## src/rtl/mem_access_pkg.sv

```systemverilog
// Shared constants for the mem_access stage: register-file widths, mem_op
// and funct3 encodings, FSM state type and small decode helpers.
package mem_access_pkg;

    localparam int REG_ADDR_W = 5;
    localparam int REG_W      = 32;

    localparam logic [1:0] MEM_NONE  = 2'b00;
    localparam logic [1:0] MEM_LOAD  = 2'b01;
    localparam logic [1:0] MEM_STORE = 2'b10;

    localparam logic [2:0] F3_B  = 3'b000;
    localparam logic [2:0] F3_H  = 3'b001;
    localparam logic [2:0] F3_W  = 3'b010;
    localparam logic [2:0] F3_BU = 3'b100;
    localparam logic [2:0] F3_HU = 3'b101;

    typedef enum logic [1:0] {
        ST_IDLE  = 2'd0,
        ST_LOAD  = 2'd1,
        ST_STORE = 2'd2
    } state_e;

    // Number of bytes moved for a funct3 code; reserved codes behave as W.
    function automatic logic [2:0] width_bytes(input logic [2:0] funct3);
        case (funct3)
            F3_B, F3_BU: width_bytes = 3'd1;
            F3_H, F3_HU: width_bytes = 3'd2;
            F3_W:        width_bytes = 3'd4;
            default:     width_bytes = 3'd4;
        endcase
    endfunction

    // Halfwords need bit 0 clear, words need bits 1:0 clear.
    function automatic logic is_misaligned(input logic [2:0] nbytes, input logic [1:0] addr_lo);
        case (nbytes)
            3'd2:    is_misaligned = addr_lo[0];
            3'd4:    is_misaligned = (addr_lo != 2'b00);
            default: is_misaligned = 1'b0;
        endcase
    endfunction

endpackage

```

## src/rtl/mem_load_ext.sv

```systemverilog
// Load result extension: takes the little-endian assembled bytes and widens
// byte/halfword loads with sign (B/H) or zero (BU/HU) fill.
module mem_load_ext
    import mem_access_pkg::*;
(
    input  logic [31:0] raw,
    input  logic [2:0]  funct3,
    input  logic [2:0]  nbytes,
    output logic [31:0] result
);

    // Select fill pattern from the access width and signedness
    always_comb begin
        result = raw;
        case (nbytes)
            3'd1: begin
                if (funct3 == F3_B) begin
                    result = {{24{raw[7]}}, raw[7:0]};
                end else begin
                    result = {24'd0, raw[7:0]};
                end
            end
            3'd2: begin
                if (funct3 == F3_H) begin
                    result = {{16{raw[15]}}, raw[15:0]};
                end else begin
                    result = {16'd0, raw[15:0]};
                end
            end
            default: result = raw;
        endcase
    end

endmodule

```

## src/rtl/mem_access.sv

```systemverilog
// RV32I memory-access stage. ALU results pass straight to the register-file
// write port; loads and stores move one byte per cycle over a byte-wide,
// one-cycle-latency memory port in little-endian order.
// Optional feature: define MEM_MISALIGN_CHK_EN to trap misaligned H/W
// accesses (pulse on misalign, no memory traffic, no write-back).
module mem_access
    import mem_access_pkg::*;
#(
    parameter int ADDR_W = 32
)
(
    input  logic                  clk,
    input  logic                  rst,
    input  logic                  ex_valid,
    output logic                  ex_ready,
    input  logic [1:0]            ex_mem_op,
    input  logic [2:0]            ex_funct3,
    input  logic [ADDR_W-1:0]     ex_addr,
    input  logic [31:0]           ex_sdata,
    input  logic                  ex_wreg,
    input  logic [REG_ADDR_W-1:0] ex_rd,
    input  logic [REG_W-1:0]      ex_alu,
    output logic [ADDR_W-1:0]     mem_a,
    output logic                  mem_wr,
    output logic [7:0]            mem_dout,
    input  logic [7:0]            mem_din,
    output logic [REG_ADDR_W-1:0] w_addr,
    output logic [REG_W-1:0]      w_data,
    output logic                  we,
    output logic                  misalign
);

    state_e                state_r, state_s;
    logic [2:0]            cnt_r, cnt_s;
    logic [2:0]            n_r, n_s;
    logic [ADDR_W-1:0]     base_r, base_s;
    logic [31:0]           sdata_r, sdata_s;
    logic [2:0]            funct3_r, funct3_s;
    logic [REG_ADDR_W-1:0] rd_r, rd_s;
    logic                  wreg_r, wreg_s;
    logic [31:0]           data_r, data_s;
    logic [REG_ADDR_W-1:0] w_addr_r, w_addr_s;
    logic [REG_W-1:0]      w_data_r, w_data_s;
    logic                  we_r, we_s;
    logic                  misalign_r, misalign_s;
    logic [ADDR_W-1:0]     mem_a_r, mem_a_s;
    logic                  mem_wr_r, mem_wr_s;
    logic [7:0]            mem_dout_r, mem_dout_s;
    logic [31:0]           asm_s;
    logic [31:0]           ext_s;
    logic                  mis_s;

`ifdef MEM_MISALIGN_CHK_EN
    assign mis_s = ((ex_mem_op == MEM_LOAD) || (ex_mem_op == MEM_STORE)) &&
                   is_misaligned(width_bytes(ex_funct3), ex_addr[1:0]);
`else
    assign mis_s = 1'b0;
`endif

    // Merge the byte arriving this cycle into lane cnt-1 of the load buffer
    always_comb begin
        case (cnt_r)
            3'd1:    asm_s = {data_r[31:8], mem_din};
            3'd2:    asm_s = {data_r[31:16], mem_din, data_r[7:0]};
            3'd3:    asm_s = {data_r[31:24], mem_din, data_r[15:0]};
            3'd4:    asm_s = {mem_din, data_r[23:0]};
            default: asm_s = data_r;
        endcase
    end

    mem_load_ext u_ext (
        .raw    (asm_s),
        .funct3 (funct3_r),
        .nbytes (n_r),
        .result (ext_s)
    );

    // Next-state logic: accept in IDLE, step the byte counter, retire loads
    always_comb begin
        state_s    = state_r;
        cnt_s      = cnt_r;
        n_s        = n_r;
        base_s     = base_r;
        sdata_s    = sdata_r;
        funct3_s   = funct3_r;
        rd_s       = rd_r;
        wreg_s     = wreg_r;
        data_s     = data_r;
        w_addr_s   = w_addr_r;
        w_data_s   = w_data_r;
        we_s       = 1'b0;
        misalign_s = 1'b0;
        case (state_r)
            ST_IDLE: begin
                cnt_s = 3'd0;
                if (ex_valid) begin
                    base_s   = ex_addr;
                    sdata_s  = ex_sdata;
                    funct3_s = ex_funct3;
                    n_s      = width_bytes(ex_funct3);
                    rd_s     = ex_rd;
                    wreg_s   = ex_wreg;
                    data_s   = 32'd0;
                    if (mis_s) begin
                        misalign_s = 1'b1;
                    end else begin
                        case (ex_mem_op)
                            MEM_LOAD:  state_s = ST_LOAD;
                            MEM_STORE: state_s = ST_STORE;
                            MEM_NONE: begin
                                w_addr_s = ex_rd;
                                w_data_s = ex_alu;
                                we_s     = ex_wreg;
                            end
                            default: begin
                                w_addr_s = ex_rd;
                                w_data_s = ex_alu;
                                we_s     = ex_wreg;
                            end
                        endcase
                    end
                end else begin
                    state_s = ST_IDLE;
                end
            end
            ST_LOAD: begin
                cnt_s = cnt_r + 3'd1;
                if (cnt_r != 3'd0) begin
                    data_s = asm_s;
                end else begin
                    data_s = data_r;
                end
                if (cnt_r == n_r) begin
                    state_s  = ST_IDLE;
                    cnt_s    = 3'd0;
                    we_s     = wreg_r;
                    w_addr_s = rd_r;
                    w_data_s = ext_s;
                end else begin
                    state_s = ST_LOAD;
                end
            end
            ST_STORE: begin
                if (cnt_r == (n_r - 3'd1)) begin
                    state_s = ST_IDLE;
                    cnt_s   = 3'd0;
                end else begin
                    cnt_s = cnt_r + 3'd1;
                end
            end
            default: begin
                state_s = ST_IDLE;
                cnt_s   = 3'd0;
            end
        endcase
    end

    // Memory-port values for the coming cycle, derived from the next state
    always_comb begin
        mem_a_s    = {ADDR_W{1'b0}};
        mem_wr_s   = 1'b0;
        mem_dout_s = 8'd0;
        if (((state_s == ST_LOAD) || (state_s == ST_STORE)) && (cnt_s < n_s)) begin
            mem_a_s = base_s + ADDR_W'(cnt_s);
            if (state_s == ST_STORE) begin
                mem_wr_s = 1'b1;
                case (cnt_s[1:0])
                    2'd0:    mem_dout_s = sdata_s[7:0];
                    2'd1:    mem_dout_s = sdata_s[15:8];
                    2'd2:    mem_dout_s = sdata_s[23:16];
                    default: mem_dout_s = sdata_s[31:24];
                endcase
            end else begin
                mem_wr_s = 1'b0;
            end
        end else begin
            mem_a_s = {ADDR_W{1'b0}};
        end
    end

    // State, datapath and output registers with synchronous active-low reset
    always_ff @(posedge clk) begin
        if (!rst) begin
            state_r    <= ST_IDLE;
            cnt_r      <= 3'd0;
            n_r        <= 3'd0;
            base_r     <= {ADDR_W{1'b0}};
            sdata_r    <= 32'd0;
            funct3_r   <= 3'd0;
            rd_r       <= {REG_ADDR_W{1'b0}};
            wreg_r     <= 1'b0;
            data_r     <= 32'd0;
            w_addr_r   <= {REG_ADDR_W{1'b0}};
            w_data_r   <= {REG_W{1'b0}};
            we_r       <= 1'b0;
            misalign_r <= 1'b0;
            mem_a_r    <= {ADDR_W{1'b0}};
            mem_wr_r   <= 1'b0;
            mem_dout_r <= 8'd0;
        end else begin
            state_r    <= state_s;
            cnt_r      <= cnt_s;
            n_r        <= n_s;
            base_r     <= base_s;
            sdata_r    <= sdata_s;
            funct3_r   <= funct3_s;
            rd_r       <= rd_s;
            wreg_r     <= wreg_s;
            data_r     <= data_s;
            w_addr_r   <= w_addr_s;
            w_data_r   <= w_data_s;
            we_r       <= we_s;
            misalign_r <= misalign_s;
            mem_a_r    <= mem_a_s;
            mem_wr_r   <= mem_wr_s;
            mem_dout_r <= mem_dout_s;
        end
    end

    assign ex_ready = (state_r == ST_IDLE);
    assign mem_a    = mem_a_r;
    assign mem_wr   = mem_wr_r;
    assign mem_dout = mem_dout_r;
    assign w_addr   = w_addr_r;
    assign w_data   = w_data_r;
    assign we       = we_r;
    assign misalign = misalign_r;

endmodule

```

## config.mk

```make
export PLATFORM = sky130hd
export DESIGN_NAME = mem_access
export DESIGN_NICKNAME = d
export VERILOG_FILES = /design/src/rtl/mem_access_pkg.sv /design/src/rtl/mem_load_ext.sv /design/src/rtl/mem_access.sv
export SDC_FILE = /design/constraint.sdc
export NUM_CORES = 1
export LEC_CHECK = 0
export BUFFER_PORTS_ARGS = -buffer_cell sky130_fd_sc_hd__buf_4
export CAP_MARGIN = 20
export CORE_UTILIZATION = 45
export CTS_BUF_LIST = sky130_fd_sc_hd__clkbuf_8
export CTS_CLUSTER_DIAMETER = 80
export CTS_CLUSTER_SIZE = 28
export DETAILED_ROUTE_END_ITERATION = 8
export MAX_ROUTING_LAYER = met4
export PLACE_DENSITY_LB_ADDON = 0.25
export REMOVE_ABC_BUFFERS = 1
export SLEW_MARGIN = 20
export SYNTH_ARGS = -nofsm -noshare
export SYNTH_HDL_FRONTEND = slang
export SYNTH_SLANG_ARGS = --single-unit
export TNS_END_PERCENT = 50
```

## constraint.sdc

```tcl
create_clock -name clk -period 3.41 [get_ports clk]
set_input_delay 0.5115 -clock clk [delete_from_list [all_inputs] [get_ports clk]]
set_output_delay 0.5115 -clock clk [all_outputs]
set_load 0.05 [all_outputs]
```

Yosys cells after proc, flatten, opt, wreduce, memory -nomap -nowiden
Cells that the tools add are included.

cells by class
  add/sub/neg operators = 3
  multipliers = 0
  div/mod/pow operators = 0
  magnitude comparators = 1
  equality and inequality tests = 24
  shift-type cells = 0
  multiplexer cells = 36
  bitwise logic cells = 0
  reductions and logical operators = 16

operators by type and width
  kind                                            count
  two-way mux 32 bit                              11
  case mux 32 bit (2 select lines)                3
  case mux 32 bit (4 select lines)                1
  adder 32 x 3 -> 32 bit                          1
  case mux 8 bit (3 select lines)                 1
  two-way mux 5 bit                               3
  == test 3 x 1 -> 1 bit (second input constant)  4
  two-way mux 3 bit                               4
  case mux 3 bit (2 select lines)                 2
  case mux 5 bit (2 select lines)                 1
  == test 3 x 2 -> 1 bit (second input constant)  3
  == test 3 bit (second input constant)           3
  == test 2 x 1 -> 1 bit (second input constant)  4
  == test 2 bit (second input constant)           4
  inequality test 2 bit (second input constant)   4
  == test 3 bit                                   2
  logical NOT 3 bit                               2
  case mux 2 bit (3 select lines)                 1
  AND reduction 3 bit                             2
  OR reduction 2 bit                              3
  two-way mux 1 bit                               5
  logical NOT 2 bit                               2
  two-way mux 2 bit                               2
  case mux 2 bit (2 select lines)                 1
  other kinds (10)                                11

word-level totals
  register bits after elaboration = 192
  bits in latches = 0
  RAM bits = 0
  ROM bits = 0
  word-level logic and storage cells = 95
  memories kept = 0

Longest topological paths before layout
  depth in word-level cells = 8
  mapped depth = 18
  mapped depth without buffers = 15

By module
From an unflattened synthesis, not the netlist that was laid out.

unflattened totals
  cell total of the unflattened synthesis = 1,024
  area, all modules = 9,075.0 µm²

modules (own cells, without submodules)
  module        instances  cells an instance  area an instance (µm²)  sequential area each (µm²)
  mem_access    1          935                8,565.7                 3,843.7
  mem_load_ext  1          89                 509.2                   0.0

Least setup slack after synthesis
Ideal clock, no wire load.

  path type = register to register
  start = register state_r[0]
  end = register mem_a_r[29], in the netlist mem_a[29]
  arrival = 3.679 ns
  required time = 3.332 ns
  setup slack = -0.347 ns
  cell stages (with the launch flop) = 17
  path buffers = 4
  clock period less this slack = 3.757 ns
  cells stage by stage = dfxtp_1 > inv_1 > ha_1 > and2_1 > buf_2 > buf_2 > buf_4 > buf_2 > nand2_1 > nand2_1 > ha_1 > a21o_1 > a21oi_1 > o21bai_1 > nor4_2 > and4_1 > nor3_1

RTL lines
  what                    line               source
  start, declared         mem_access.sv:33   state_e state_r, state_s;
  start signal, assigned  mem_access.sv:201  state_r <= state_s;
  logical NOT 2 bit       --
  via ex_ready            mem_access.sv:15   output logic ex_ready,
  two-way mux 32 bit      mem_access.sv:93   case (state_r)
  via base_s[1]           mem_access.sv:36   logic [ADDR_W-1:0] base_r, base_s;
  adder 32 x 3 -> 32 bit  mem_access.sv:164  mem_a_s = base_s + ADDR_W'(cnt_s);
  end signal, assigned    mem_access.sv:197  mem_a_r <= {ADDR_W{1'b0}};
  end signal, assigned    mem_access.sv:214  mem_a_r <= mem_a_s;
  end, declared           mem_access.sv:46   logic [ADDR_W-1:0] mem_a_r, mem_a_s;

The timed path passes the listed nets, and every way through them passes these cells.
A chain may end at the register's enable or synchronous reset.

Final worst setup path
  start = register n_r[0]
  end = register mem_a_r[22], in the netlist mem_a[22]

RTL lines
  what                                                                            line               source
  start, declared                                                                 mem_access.sv:35   logic [2:0] n_r, n_s;
  start signal, assigned                                                          mem_access.sv:203  n_r <= n_s;
  subtractor 3 x 1 -> 3 bit                                                       mem_access.sv:144  if (cnt_r == (n_r - 3'd1)) begin
  == test 3 bit                                                                   mem_access.sv:144
  two-way mux 3 bit                                                               mem_access.sv:144
  case mux 3 bit (2 select lines) (*)                                             mem_access.sv:93
  via cnt_s[0]                                                                    mem_access.sv:34   logic [2:0] cnt_r, cnt_s;
  parallel branches: the longest is 3 deep, another holds adder 32 x 3 -> 32 bit  --

Mark *: on every way through the listed nets, which the timed path passes.

==> key figures <==
Placement
  – Placed insts: 1446
  – Gpl congestion: 0.834
  – Dpl hpwl: between 15000 and 20000 um
  – PortBufs: 197

Finish
  – Fillers: about 1.8k
  – Commonest non-fill, non-tap cell in the layout: buf_4
  – Final Non-Filler Cells: between 1k and 1.5k
  – Ant. Diodes: 0
  – Most frequent cells in the layout: buf_4 (228), dfxtp_1 (192), nand2_1 (148)
  – P&R area growth vs syn: 24.7%
  – Share of cells above drive strength 1: 26.5%
  – Nets: 1346

Synthesis
  – Syn Area/Cell: 8.59 um2
  – Synth area leader: dfxtp_1
  – Top FF cell, synth: dfxtp_1
  – Yosys warnings: 0
  – EDFF count, synth: 0
  – Synth top area share: 43.4%
  – Seq cells post-synth: around 190
  – Synth unique cells: 67
  – Dominant cells by area after synthesis: dfxtp_1 (43%), nand2_1 (6.4%), a22oi_1 (5.4%)
  – Ys async rst share: 0%
  – Cells after Synth: just over 1k
  – Seq/Total Area, Yosys: about 43%
  – Post-Syn Area: 8850 um2

CTS
  – CTS H-tree depth: 4
  – Clk buf depth: 2
  – Clk Latency, worst-skew pair: 0.46 ns
  – Post-CTS Hold Fix Bufs: 0
  – Sinks on Clock Net: approximately 190
  – CTS Buf Count: 17
  – Clock slew at reported path FFs: roughly 0.1 ns
  – CTS tree: done
  – Root buf cell: clkbuf_8

STA
  – Rel. slew slack: 41.7%
  – Hold Fails Final Rpt: 0
  – Fmax: roughly 0.31 GHz
  – Period utilization: 93.8%
  – Setup Total Neg Slack: 0 ns
  – Slew of the pin with the lowest slew margin: 0.867 ns
  – Clock skew: 0.0134 ns
  – Setup-failing EPs final: 0
  – Final Slew Violations: 0
  – Min cycle time layout: 3.20 ns

Routing
  – Total wire length: 23200 um
  – Vias per std cell: 5.37
  – Vias post-DR: 7944
  – Iter 0 DRT Violations: 504
  – Final ANT Viol Nets: 0
  – Residual DRC count: 0
  – Avg WL per Cell: 15.7 um
  – Pre-Repair DR Iteration Count: 7

Power and ir drop
  – VDD IR max: 250 uV
  – Cell area power density: approximately 420 nW/um2
  – LEAKAGE: approximately 4.6 nW

Job
  – Max-Cap Viols: 0

Setup path
  – Crit path to: mem_a[22]
  – Reg2reg path depth: 16
  – R2r setup slk: 0.21 ns
  – CP arrival: 3.56 ns
  – CP Class: reg -> reg
  – Crit-path max FO: 6
  – CP top delay family: compound AO/OA/AOI/OAI gates
  – Crit-path slowest cell: dfxtp_1
  – Reg-to-Reg End: mem_a[22]
  – Critical path cell sequence: inv_1 > ha_1 > xor2_1 > a31o_2 > nand2_2 > nand2_2 > nor2_1 > ha_2 > fa_2 > a21oi_2 > inv_1 > o211ai_1 > buf_4 > o31a_1 > nor3_1 > nor3_1
  – Crit path from: n_r[0]
  – CP Depth: 16
  – Max incr delay on CP: 0.34 ns
  – Worst setup EP type: register
  – Crit start category: register
  – Crit path required time: between 3 and 4 ns
  – R2r startpoint: n_r[0]
  – WP buf/inv: 3

Die
  – Boundary Pins: 199
  – Die X: 142 um
  – Placeable Area: 19000 um2
  – Starting Density: 46.5%
  – Cell row count: 50
  – Die area: 20200 um2
  – Die H: 142 um

Global route
  – First-pass GRT wire length: 37500 um
  – Largest net degree at the start of global routing: 58
  – Antenna violations before repair: 0
  – Overflow after GRT: 0
  – Vias in the first global route: 7484
  – Total global-route track usage: 24.0%

Run status
  – Result of the run: finished, final reports clean

Worst hold path
  – Hold/Removal Path Class: in -> reg
synthesized netlist by cell type, types with 11 or more instances:
library cell,n
dfxtp_1,192
nand2_1,152
nor2_1,118
a21oi_1,77
a22oi_1,64
clkbuf_1,43
mux2i_1,32
nor3_1,28
ha_1,20
and2_1,19
buf_2,19
inv_1,18
xor2_1,18
o211ai_1,16
nand3_1,15
nand4_1,13
o21ai_1,13
a31oi_1,11
xnor2_1,11
state kept, by name, summed over array words and instances, names as in the netlist:
signal	cells
base_r	32
data_r	32
mem_a	32
sdata_r	32
w_data	32
mem_dout	8
rd_r	5
w_addr	5
cnt_r	3
funct3_r	3
n_r	3
state_r	2
mem_wr	1
we	1
wreg_r	1
cells by family (layout without fill, tap and decap cells):
logic type | after synthesis | in the layout | synth area share [%]
adders and majority gates | 21 | 21 | 3.05
buffers and inverters | 91 | 280 | 4.42
AOI/OAI and AO/OA | 267 | 267 | 21.3
xor gates and xnor gates | 30 | 30 | 3.12
muxes | 41 | 41 | 4.76
DFF | 192 | 192 | 43.4
and+or+nand+nor | 387 | 387 | 19.8
other | 1 | 1 | 0.0424
layout make-up:
cell class                 count  area (um2)  area share (%)
sequential                   192        3840            34.8
clock buffer                  18         248            2.25
tap                          260         325            2.95
timing repair buffer         229        1730            15.7
clock inverter                13         139            1.26
inverter                      20        77.6           0.703
multi-input combinational    747        4670            42.3
repair_timing:
item	CTS	global route
buffers inserted	0	2
gates resized for setup	1	11
endpoints found under the setup margin	2	28
cloned	0	0
pin swaps	0	2
worst min-delay path, cell delays in order:
cell and delay [ns]:
buf_4 0.11, nand2_1 0.04, a21oi_1 0.05
worst min path at each step:
stage                 startpoint     endpoint  slack [ns]  cells after the start
floorplan            funct3_r[1]  funct3_r[1]        0.43                      2
global placement      w_data[12]   w_data[12]        0.44                      2
detailed placement     w_data[8]    w_data[8]        0.45                      2
CTS                 ex_funct3[2]  funct3_r[2]        0.27                      3
global route            ex_rd[2]      rd_r[2]        0.28                      3
finish              ex_funct3[2]  funct3_r[2]        0.30                      3
through the flow:
| stage | hold slack (ns) | utilization, % | total power [mW] | setup WS, ns | cell area (um2) |
|---|---|---|---|---|---|
| finish | 0.296 | 58.0 | 4.66 | 0.210 | 11000 |
| global route | 0.279 | 58.0 | 4.88 | -0.00895 | 11000 |
| CTS | 0.273 | 57.7 | 4.71 | 0.00693 | 11000 |
| detailed placement | 0.446 | 55.7 | 3.24 | -0.00488 | 10600 |
| global placement | 0.439 | 55.7 | 3.23 | 0.147 | 10600 |
| floorplan | 0.432 | - | 2.92 | -2.20 | 8530 |
routing by layer:
| metal | GRT usage [%] | vias to the layer above | wire length, um |
|---|---|---|---|
| met4 | 5.49 | 0 | 207 |
| met3 | 4.04 | 21 | 1190 |
| met1 | 31.8 | 3715 | 11000 |
| met2 | 38.0 | 225 | 10800 |
| met5 | - | - | 0 |
| li1 | - | 3983 | - |
power breakdown:
| group | switching (mW) | internal, mW | total [mW] | leakage, nW |
|---|---|---|---|---|
| logic | 0.500 | 0.309 | 0.809 | 2.86 |
| clock network | 0.802 | 0.669 | 1.47 | 0.200 |
| registers | 0.0455 | 2.34 | 2.38 | 1.57 |
Note: power is estimated with default switching activity, not from simulation.
